--- config.mk ---
export PLATFORM = sky130hd
export DESIGN_NAME = regfile_wb_buffer
export DESIGN_NICKNAME = d
export VERILOG_FILES = /design/src/rtl/regfile_wb_buffer.sv
export SDC_FILE = /design/constraint.sdc
export NUM_CORES = 1
export LEC_CHECK = 0
export BUFFER_PORTS_ARGS = -buffer_cell sky130_fd_sc_hd__clkbuf_2
export CAP_MARGIN = 20
export CORE_ASPECT_RATIO = 1.1
export CORE_MARGIN = 2
export CORE_UTILIZATION = 54
export CTS_CLUSTER_DIAMETER = 50
export CTS_CLUSTER_SIZE = 40
export DETAILED_ROUTE_END_ITERATION = 16
export PLACE_DENSITY = 0.78
export SLEW_MARGIN = 25
export SYNTH_ARGS = -nofsm -noshare
export SYNTH_HDL_FRONTEND = slang
export SYNTH_SLANG_ARGS = --single-unit
--- constraint.sdc ---
create_clock -name CLK -period 3.05 [get_ports CLK]
set_input_delay 0.1525 -clock CLK [delete_from_list [all_inputs] [get_ports CLK]]
set_output_delay 0.1525 -clock CLK [all_outputs]
set_load 0.1 [all_outputs]
--- src/rtl/regfile_wb_buffer.sv ---
// Write-back buffer in front of the 16x16 register file.
// Two producers (memory-load return and ALU) push into an in-order queue.
// At most one entry per cycle drains into a registered write port.
// Pending writes are forwarded combinationally to the A/B read ports.
module regfile_wb_buffer #(
  parameter int DATA_W = 16,
  parameter int ADDR_W = 4,
  parameter int DEPTH  = 4
) (
  input  logic                       CLK,
  input  logic                       Reset_n,
  input  logic                       AluValid,
  input  logic [ADDR_W-1:0]          AluAddr,
  input  logic [DATA_W-1:0]          AluData,
  input  logic                       MemValid,
  input  logic [ADDR_W-1:0]          MemAddr,
  input  logic [DATA_W-1:0]          MemData,
  output logic                       Ready,
  output logic                       RfWrite,
  output logic [ADDR_W-1:0]          RfWriteAddr,
  output logic [DATA_W-1:0]          RfDataIn,
  input  logic [ADDR_W-1:0]          ReadAddrA,
  input  logic [ADDR_W-1:0]          ReadAddrB,
  output logic                       FwdHitA,
  output logic [DATA_W-1:0]          FwdDataA,
  output logic                       FwdHitB,
  output logic [DATA_W-1:0]          FwdDataB,
  output logic [$clog2(DEPTH+1)-1:0] Count
);

  localparam int PtrW = $clog2(DEPTH);
  localparam int CntW = $clog2(DEPTH+1);

  // Queue storage; contents are only meaningful between head and tail.
  logic [ADDR_W-1:0] addrMem [DEPTH];
  logic [DATA_W-1:0] dataMem [DEPTH];

  logic [PtrW-1:0] headQ, headD;
  logic [PtrW-1:0] tailQ, tailD;
  logic [CntW-1:0] countQ, countD;

  logic readyInt;
  logic pushMem;
  logic pushAlu;
  logic pop;
  logic [PtrW-1:0] aluSlot;

  // Two free slots guarantee a double push cannot overflow, even without a pop.
  assign readyInt = (countQ <= CntW'(DEPTH - 2));
  assign Ready    = readyInt;
  assign Count    = countQ;

  // Writes to register 0 are accepted but dropped: it is hardwired to zero.
  assign pushMem = MemValid && readyInt && (MemAddr != '0);
  assign pushAlu = AluValid && readyInt && (AluAddr != '0);
  assign pop     = (countQ != '0);

  // Mem goes first so the ALU value is the newer entry on a shared edge.
  assign aluSlot = tailQ + PtrW'(pushMem);

  // Next-state for pointers and occupancy; pointers wrap naturally (power of 2).
  always_comb begin
    headD  = headQ + PtrW'(pop);
    tailD  = tailQ + PtrW'(pushMem) + PtrW'(pushAlu);
    countD = countQ + CntW'(pushMem) + CntW'(pushAlu) - CntW'(pop);
  end

  // Pointer and occupancy registers.
  always_ff @(posedge CLK or negedge Reset_n) begin
    if (!Reset_n) begin
      headQ  <= '0;
      tailQ  <= '0;
      countQ <= '0;
    end else begin
      headQ  <= headD;
      tailQ  <= tailD;
      countQ <= countD;
    end
  end

  // Queue storage writes; the two slots differ whenever both producers push.
  always_ff @(posedge CLK) begin
    if (pushMem) begin
      addrMem[tailQ] <= MemAddr;
      dataMem[tailQ] <= MemData;
    end
    if (pushAlu) begin
      addrMem[aluSlot] <= AluAddr;
      dataMem[aluSlot] <= AluData;
    end
  end

  // Output register: pops the head (pre-edge occupancy), address/data hold when idle.
  always_ff @(posedge CLK or negedge Reset_n) begin
    if (!Reset_n) begin
      RfWrite     <= 1'b0;
      RfWriteAddr <= '0;
      RfDataIn    <= '0;
    end else if (pop) begin
      RfWrite     <= 1'b1;
      RfWriteAddr <= addrMem[headQ];
      RfDataIn    <= dataMem[headQ];
    end else begin
      RfWrite     <= 1'b0;
    end
  end

  // Forwarding: scan output register first, then queue oldest to newest so the
  // last match (newest) wins.
  always_comb begin
    logic [PtrW-1:0] slot;
    slot     = '0;
    FwdHitA  = 1'b0;
    FwdDataA = '0;
    FwdHitB  = 1'b0;
    FwdDataB = '0;

    if (RfWrite && (RfWriteAddr == ReadAddrA) && (ReadAddrA != '0)) begin
      FwdHitA  = 1'b1;
      FwdDataA = RfDataIn;
    end
    if (RfWrite && (RfWriteAddr == ReadAddrB) && (ReadAddrB != '0)) begin
      FwdHitB  = 1'b1;
      FwdDataB = RfDataIn;
    end

    for (int i = 0; i < DEPTH; i++) begin
      slot = headQ + PtrW'(i);
      if (CntW'(i) < countQ) begin
        if ((addrMem[slot] == ReadAddrA) && (ReadAddrA != '0)) begin
          FwdHitA  = 1'b1;
          FwdDataA = dataMem[slot];
        end
        if ((addrMem[slot] == ReadAddrB) && (ReadAddrB != '0)) begin
          FwdHitB  = 1'b1;
          FwdDataB = dataMem[slot];
        end
      end
    end
  end

endmodule

# Yosys cells after proc, flatten, opt, wreduce, memory -nomap -nowiden
# Memories as Yosys holds them, arrays and structs flattened.
# Index checks and enable logic that the tools add are counted.
# word_totals
reg_bits,28
ramBits,80
word_cells,94
n_memories,2
# memory_table
memory,words,word_bits,read_ports,rd_clocked_by_memory_dff,wr,line,text
dataMem,4,16,4,0,2,36,logic [DATA_W-1:0] dataMem [DEPTH];
addrMem,4,4,4,0,2,35,logic [ADDR_W-1:0] addrMem [DEPTH];
# op_classes
addsub,9
magnitude_cmp,5
eq_ne,10
muxes,41
n_reduce_logical,21
# op_table
cell,count
16-bit 2-to-1 mux,18
4-bit equality test,10
1-bit 2-to-1 mux,23
1-bit logical AND,16
4-bit nonzero test,4
2-bit by 1-bit adder with 2-bit output,3
3-bit by 1-bit adder with 3-bit output,2
1-bit by 3-bit less-than comparator with 1-bit output (first input constant),2
2-bit by 3-bit less-than comparator with 1-bit output (first input constant),2
2-bit adder (second input constant),2
3-bit by 2-bit less-or-equal comparator with 1-bit output (second input constant),1
3-bit nonzero test,1
3-bit by 1-bit subtractor with 3-bit output,1
2-bit by 1-bit adder with 2-bit output (second input constant),1

# Logic depth before layout (Yosys ltp)
# logic_depth
depth_word,12
depth_mapped,12
ltp_nobuf,10

# Least setup slack after synthesis
# No wires, ideal clock.
# synth_timing
path_type,register to register
startpoint,"register countQ[1], in the netlist Count[1]"
endpoint,memory addrMem[3][0] (enable)
setup_ps,513
arrival_time_ps,5620
required_ps,2537
path_slack_ps,-3083
path_stages_with_launch,11
n_path_buf,1
period_less_slack_ps,6133
path_cell_list,dfrtp_1 > ha_1 > a21oi_1 > o21ai_0 > nand3_1 > inv_1 > ha_1 > xor2_1 > nand3_1 > clkbuf_1 > o21ai_0
# synth_rtl
item,line,text
from (decl),40,"logic [CntW-1:0] countQ, countD;"
from (signal assigned),77,countQ <= countD;
to (decl),35,

# Worst setup path in the final report
# layout_timing
startpoint,register headQ[1]
endpoint,output FwdDataB[1]
# layout_between
elab_chain_len,11
elab_cells_between_ends,21
# layout_lines
item,line,text
from (decl),38,"logic [PtrW-1:0] headQ, headD;"
from (signal assigned),71,headQ <= '0;
from (signal assigned),75,headQ <= headD;
branches (longest 10 deep; another with memory read 4 x 4 bit),-,
16-bit 2-to-1 mux *,129,if (CntW'(i) < countQ) begin
to (decl),27,"output logic [DATA_W-1:0] FwdDataB,"
# Mark *: on every way between the ends.

==> impl_metrics.json <==
{
  "path_class": "flop to output pin",
  "final-seq-area_um2": 3120,
  "setup_slack_ns": -0.540,
  "clock_sinks": 108,
  "min_period_over_period": 1.18,
  "worstPathRequired_ns": 2.90,
  "h-tree-depth": 3,
  "num-fill-cells": 875,
  "antenna_left": 0,
  "clk_pin_slew_worst_paths_ns": 0.08,
  "synth_ff_type": "edfxtp_1",
  "fin_nets": 1078,
  "syn_area_per_cell_um2": 10.2,
  "gp_congestion": 0.976,
  "synth_nets": 934,
  "slowest_stage": "a2111oi_0",
  "cts_tree": "built",
  "drt-pass1-iter-count": 8,
  "setup_violations": 34,
  "ys_types": 49,
  "dp_hpwl_um": 19300,
  "routed_wl_um": 31700,
  "crit_chain": "buf_8 > mux2i_4 > xor2_1 > nand3_1 > buf_4 > a2111oi_0 > mux2i_1 > o31ai_4 > buf_12",
  "worst_pin_slew_ns": 0.833,
  "yosys_warnings": 0,
  "ys_seq_elements": 108,
  "core_um2": 16200,
  "fp.dieW_um": 127,
  "port_buffers": 110,
  "drcViolationCount": 0,
  "grt_pass1_vias": 7934,
  "drv_cap": 0,
  "fmax_mhz": 279,
  "hold_violations": 0,
  "yosys-top-cells-area": "edfxtp_1, mux2_2, mux2i_1",
  "syn_inst": 874,
  "startpoint_type": "flop",
  "initial_core_util": 0.549,
  "post_drt_wl_per_cell_um": 25.9,
  "crit_arrival_ns": 3.44,
  "clock_latency_ns": 0.37,
  "worst-path-max-fanout": 17,
  "drive_gt1_frac": 0.509,
  "post-place-cells": 1182,
  "dr.first_iter.drc_count": 1163,
  "numCtsBuffers": 9,
  "cts_root_buf": "clkbuf_16",
  "period_minus_slack_ns": 3.59,
  "grt_util_all_layers": 0.326,
  "fin_cells": 1227,
  "fin_tns_setup_ns": -11.36,
  "antenna_found_initial": 0,
  "async_flop_share": 0.259,
  "area_growth_pct": 41.9,
  "timing.slew.headroom": 0.445,
  "die_h_um": 139,
  "cpPeakStageDelay_ns": 0.65,
  "boundaryPins": 111,
  "synthesis.area_um2": 8920,
  "rsz0062_at_grt": "yes",
  "worstSetupEndpointType": "output pin",
  "vias": 8546,
  "die_area_um2": 17600,
  "grt_pass1_wl_um": 45600,
  "status": "finished with violations",
  "via_per_inst": 6.96,
  "violations": "negative setup slack",
  "clk_path_buf_depth": 2,
  "multi_input_area_um2": 6850,
  "rows": 49,
  "synth.largest_area_cell": "edfxtp_1",
  "gr-total-overflow": 0,
  "synth_top_area_frac": 0.269,
  "synth_edf_count": 80,
  "diodes": 0,
  "hold_slack_ns": 0.128,
  "min_path_type": "primary input to flop",
  "synth-seq-area-share": 0.348,
  "slew_violations": 0,
  "grt_max_degree": 73,
  "skew_ns": 0.00717
}
-- per-stage QoR --
stage | cell area [um^2] | utilization | worst slack, ns
6_report | 12700 | 0.779 | -0.540
5_1_grt | 12700 | 0.779 | -0.579
4_1_cts | 12300 | 0.756 | -0.153
3_5_place_dp | 11200 | 0.691 | 0.0713
3_3_place_gp | 11200 | 0.690 | 0.0739
2_1_floorplan | 9740 | - | -0.124
-- worst max-delay path, delay by kind of cell (launching register included) --
family	cells	cell delay (ns)
compound gates	2	0.80
simple gates	1	0.17
flops	1	0.46
mux	2	0.65
buf+inv	3	0.65
xor+xnor	1	0.33
-- synthesized netlist by cell type, types with 3 or more instances --
master and n:
mux2_2 116, edfxtp_1 80, mux2i_1 80, nor2_1 72, nand2_1 61, o21ai_0 53
clkbuf_1 41, a21oi_1 36, o31ai_1 33, a2111oi_0 32, a211oi_1 32, a311oi_1 32
dfrtp_1 28, xnor2_1 23, xor2_1 20, buf_2 12, inv_1 12, nand3_1 10
nor3_1 10, buf_1 9, buf_6 9, mux4_2 7, and3_1 6, ha_1 6
or3_1 6, buf_4 5, a21o_1 3, o21bai_1 3
-- worst paths after layout --
check	startpoint	end	slack (ns)	depth (start not counted)
min	MemData[7]	dataMem[3][7]	0.13	2
max	headQ[1]	FwdDataB[1]	-0.54	9
max in group asynchronous	Reset_n	Count[1]	2.02	2
max reg2reg	Count[1]	dataMem[2][11]	0.20	11
min reg2reg	RfWriteAddr[0]	RfWriteAddr[0]	0.56	2
min in group asynchronous	Reset_n	tailQ[1]	0.40	2
-- flip-flops by register name, indices dropped and copies added (netlist names) --
name         cells
addrMem         16
RfWrite          1
RfWriteAddr      4
Count            3
dataMem         64
headQ            2
RfDataIn        16
tailQ            2
-- cell families after synthesis --
logic type      Yosys count  share of synthesized area
flops                   108                      0.348
fa+ha+maj                 8                     0.0129
mux                     207                      0.261
xor+xnor                 43                     0.0422
compound gates          242                      0.201
buf+inv                  90                     0.0497
simple gates            176                     0.0845
-- timing repair --
action	in CTS	in global routing
resized for setup	108	58
setup buffers	15	9
hold endpoints to repair	28	0
hold buffers	1	0
pin swaps	33	13
endpoints found under the setup margin	34	34
cloned	2	2
-- metal layers --
metal,share of wire,track usage,vias to the layer above
met5,0,0,-
met4,0.055,0.102,0
met3,0.11,0.0559,170
met2,0.45,0.503,686
met1,0.38,0.471,4019
li1,-,-,3671
-- final cells by class --
type | instances | area share
Multi-Input combinational cell | 677 | 0.542
Sequential cell | 108 | 0.247
Timing Repair Buffer | 209 | 0.163
Tap cell | 204 | 0.0202
Clock buffer | 9 | 0.0178
Clock inverter | 7 | 0.00633
Inverter | 13 | 0.00425
-- cells in the final DEF (no fill, tap or decap), drive strengths merged, types with 3 or more instances in the layout --
cell,instances
or2,3
a2bb2oi,4
buf,130
or3,6
a311oi,32
clkbuf,87
edfxtp,80
o31ai,33
xnor2,23
ha,6
mux2,118
dfrtp,28
nor3,12
o21ai,53
and3,6
nand2,63
a2111oi,32
o21bai,3
xor2,20
inv,17
mux2i,82
nand3,10
a21oi,36
a21o,3
nor2,72
a211oi,34
mux4,7
o211a,3
Power is not shown: default switching activity piles up to over one toggle a cycle in this logic, so the estimate is an artifact.
